File: src/rtl/cordic_iter_ctrl.sv
// CORDIC iteration sequencer: owns the Z (angle) accumulator and steps the atan table index.
// Latency: Start edge -> LoadXY next cycle -> ITER cycles of IterEn -> Done from cycle ITER+2.
// No backpressure beyond the Start/Done/Ack handshake; Start is ignored unless idle.
module cordic_iter_ctrl #(
  parameter int ITER    = 8,
  parameter int ANGLE_W = 8
) (
  input  logic                      clk,
  input  logic                      rst_n,
  input  logic                      start,
  input  logic                      abort,
  input  logic signed [ANGLE_W-1:0] target,
  input  logic        [ANGLE_W-1:0] thetai,
  input  logic                      ack,
  output logic        [2:0]         count3,
  output logic                      loadxy,
  output logic                      iteren,
  output logic                      sigma,
  output logic                      busy,
  output logic                      done,
  output logic signed [ANGLE_W:0]   zres
);

  typedef enum logic [1:0] {
    S_IDLE,
    S_LOAD,
    S_ITER,
    S_DONE
  } state_t;

  localparam logic [2:0] LAST_IDX = 3'(ITER - 1);

  state_t                   state;
  logic signed [ANGLE_W:0]  z;
  logic signed [ANGLE_W:0]  theta_ext;
  logic signed [ANGLE_W:0]  z_step;

  // Table constant is unsigned; the extra Z bit absorbs the sign without saturation.
  assign theta_ext = {1'b0, thetai};
  assign sigma     = ~z[ANGLE_W];
  assign z_step    = sigma ? (z - theta_ext) : (z + theta_ext);

  always_ff @(posedge clk or negedge rst_n) begin
    if (!rst_n) begin
      state  <= S_IDLE;
      count3 <= '0;
      loadxy <= 1'b0;
      iteren <= 1'b0;
      busy   <= 1'b0;
      done   <= 1'b0;
      z      <= '0;
      zres   <= '0;
    end else if (abort) begin
      // Z and ZRes are deliberately left as they were.
      state  <= S_IDLE;
      count3 <= '0;
      loadxy <= 1'b0;
      iteren <= 1'b0;
      busy   <= 1'b0;
      done   <= 1'b0;
    end else begin
      case (state)
        S_IDLE: begin
          if (start) begin
            state  <= S_LOAD;
            z      <= {target[ANGLE_W-1], target};
            count3 <= '0;
            loadxy <= 1'b1;
            busy   <= 1'b1;
          end
        end
        S_LOAD: begin
          state  <= S_ITER;
          loadxy <= 1'b0;
          iteren <= 1'b1;
        end
        S_ITER: begin
          z <= z_step;
          if (count3 == LAST_IDX) begin
            state  <= S_DONE;
            count3 <= '0;
            iteren <= 1'b0;
            busy   <= 1'b0;
            done   <= 1'b1;
            zres   <= z_step;
          end else begin
            count3 <= count3 + 3'd1;
          end
        end
        S_DONE: begin
          // Ack wins over a coincident Start; a fresh Start is needed in IDLE.
          if (ack) begin
            state <= S_IDLE;
            done  <= 1'b0;
          end
        end
        default: state <= S_IDLE;
      endcase
    end
  end

endmodule

File: config.mk
export PLATFORM = sky130hd
export DESIGN_NAME = cordic_iter_ctrl
export DESIGN_NICKNAME = d
export VERILOG_FILES = /design/src/rtl/cordic_iter_ctrl.sv
export SDC_FILE = /design/constraint.sdc
export NUM_CORES = 1
export LEC_CHECK = 0
export BUFFER_PORTS_ARGS = -buffer_cell sky130_fd_sc_hd__buf_2
export CAP_MARGIN = 10
export CORE_MARGIN = 10
export CORE_UTILIZATION = 50
export CTS_CLUSTER_DIAMETER = 30
export DETAILED_ROUTE_END_ITERATION = 8
export PLACE_DENSITY = 0.74
export SLEW_MARGIN = 5
export SYNTH_ARGS = -nofsm -noshare
export SYNTH_HDL_FRONTEND = slang
export SYNTH_SLANG_ARGS = --single-unit
File: constraint.sdc
create_clock -name clk -period 2 [get_ports clk]
set_input_delay 0.1 -clock clk [delete_from_list [all_inputs] [get_ports clk]]
set_output_delay 0.1 -clock clk [all_outputs]
set_load 0.01 [all_outputs]
==> impl_metrics.yaml <==
finish:
  design_area_um2: 2470
  multiInputGateArea_um2: 1290
  area_growth_syn_to_layout_pct: 30.4
  layout-drive-gt1-share_pct: 39.5
  final_cells: 304
  nFillCells: 278
  final_cell_mix: "37 x buf_2, 26 x dfrtp_1, 21 x nand2_1"
  final_common_cell: "buf_2"
  fin_nets: 294
  n_antenna_cell: 0
  regArea_um2: 677
logic_synthesis:
  synth_top_area_share_pct: 35.7
  yosysTopAreaCell: "dfrtp_1"
  yosysSeqAreaShare_pct: 35.7
  synthFlopType: "dfrtp_1"
  syn-num-nets: 240
  ys_seq_elements: 27
  synthXorXnorAreaFrac_pct: 6.48
  syn-cell-area_um2: 1890
  postSynthCellCount: 203
  muxShareOfSynthArea_pct: 7.87
  yosys.area_share.simple_pct: 19.7
  ys_warn_count: 0
  synth_top_family_by_area: "simple AND/OR/NAND/NOR gates"
  synth_cell_types: 46
  synthAdderAreaFrac_pct: 11.0
  synth_area_leaders: "dfrtp_1 36%, ha_1 9.9%, mux2i_1 4.8%"
  synth-edff-count: 0
  avgSynthCellArea_um2: 9.32
  postSynth.asyncResetShare_pct: 100
  synth_compound_area_share_pct: 13.9
worst_setup_path:
  start_kind: "flip-flop"
  crit_type: "reg2reg"
  critPathCaptureType: "flip-flop"
  required_ns: 2.16
  cp_max_fo: 4
  cp.arrival_ns: 2.17
floorplanning:
  chipWidth_um: 81.5
  dieHeight_um: 81.5
  core-area_um2: 3660
  row_count: 22
  start_util_pct: 51.7
  ios: 38
  die_area_um2: 6640
detailed_routing:
  drc: 0
  post_drt_wl_per_cell_um: 14.6
  vias: 1590
  drtIter0Drc: 64
  dr.pass1.iters: 5
  postRouteAntennaNets: 0
  via_per_inst: 5.23
  drt_wl_total_mm: 4.42
clocking:
  clock_latency_ns: 0.27
  numCtsBuffers: 3
  clk_pin_slew_ns: 0.09
  cts_root_buffer: "clkbuf_8"
  cts_tree: "built"
  ctsLongestPathBuffers: 2
  numClockSinks: 27
  htree_num_levels: 1
timing:
  finalWorstSetupSlack_ns: -0.0116
  slew_viol_final: 0
  min_period_ns: 2.01
  max_freq_mhz: 497
  worst_pin_slew_ns: 0.629
  rsz0062_at_grt: "yes"
  fin_worst_skew_ns: 0.00831
  tns_ns: -0.0146
  slew_headroom_pct: 58.1
  timing.final.crit_share_pct: 101
  hold_viol_final: 0
  finalSetupViolCount: 2
placed_design:
  dp.cells: 298
  pre_cts_ws_ns: -0.122
  gp_congestion: 0.832
  dp_hpwl_mm: 3.35
  numPortBuffers: 37
  dpl-instance-area_um2: 2210
flow_run:
  maxCapViolations: 0
global_routing:
  grt-ovfl-total: 0
  grt_max_degree: 28
  grt_first_pass_wirelength_mm: 7.00
  grt_antenna_before_repair: 0
  grt_pass1_vias: 1547
  track_usage_pct: 13.1
pwr:
  ir_drop_mv: 0.781
  p_leak_nw: 1.17
  p_per_area_nw_per_um2: 1620
hold_path:
  hold_path.class: "in2reg"
outcome:
  violations: "setup timing"
  status: "finished, violations left"
## power breakdown
part	internal [mW]	leakage (nW)	switching (mW)
combinational	1.46	0.813	1.40
sequential	0.694	0.340	0.139
clock	0.141	0.0217	0.176
## area by class of cell
class | count | area share (%)
multi-input combinational | 156 | 52.3
sequential | 27 | 27.4
timing repair buffer | 56 | 13.9
tap | 48 | 2.44
inverter | 13 | 1.98
clock buffer | 3 | 1.67
clock inverter | 1 | 0.304
## path summary, 6_finish.rpt
path / startpoint / endpoint / slack, ns / cells after the start
worst max register to register: z[8] / z[8] / -0.01 / 8
worst max-delay path: z[8] / z[8] / -0.01 / 8
worst min-delay path: target[5] / z[5] / 0.09 / 3
min in group asynchronous: rst_n / zres[2] / 0.37 / 2
worst min register to register: zres[5] / zres[5] / 0.48 / 2
max in group asynchronous: rst_n / z[8] / 1.18 / 2
## cell families (layout without fill, tap and decap cells)
family	Yosys count	after routing
flops	27	27
fa+ha+maj	16	16
compound gates	40	40
simple gates	72	72
xor+xnor	14	14
mux	14	14
buf+inv	20	73
## per-layer routing
| layer | global-route usage [%] | vias to the layer above | wire (um) |
|---|---|---|---|
| met1 | 14.3 | 754 | 1780 |
| li1 | - | 795 | - |
| met4 | 3.11 | 0 | 24 |
| met3 | 4.48 | 2 | 322 |
| met5 | 0 | - | 0 |
| met2 | 23.6 | 39 | 2300 |
## synth_stat cells, drive strengths merged, types with 5 or more instances
library cell	count
xnor2	5
nor2	21
nand2	23
o21ai	14
dfrtp	27
inv	13
mux2i	10
buf	6
a21oi	14
ha	15
nor3	5
xor2	9
## state kept, by name, indices dropped and copies added (netlist names)
register,cells
zres,9
busy,1
z,9
count3,3
loadxy,1
state,2
iteren,1
done,1
## critical path: stages (launching register included)
cell	delay, ns
dfrtp_2	0.46
mux2_4	0.23
inv_1	0.06
fa_2	0.35
nand2b_4	0.15
a21o_1	0.22
a21oi_4	0.19
and3_4	0.21
nor3_2	0.03
## metrics by stage
| stage | hold WS (ns) | total power [mW] | utilization (%) |
|---|---|---|---|
| 2_1_floorplan | -0.196 | 2.42 | - |
| 3_3_place_gp | 0.150 | 3.07 | 60.4 |
| 3_5_place_dp | 0.153 | 3.12 | 60.4 |
| 4_1_cts | 0.0806 | 3.74 | 65.1 |
| 5_1_grt | 0.0923 | 4.33 | 67.4 |
| 6_report | 0.0874 | 4.00 | 67.4 |
## what timing repair did
| action | in CTS | in global routing |
|---|---|---|
| endpoints found under the hold margin | 27 | 0 |
| gates resized for setup | 25 | 14 |
| pin swaps | 21 | 21 |
| buffers inserted | 1 | 0 |
| hold buffers | 1 | 0 |
| endpoints found under the setup margin | 10 | 11 |
Power figures use the tool's default switching activity.
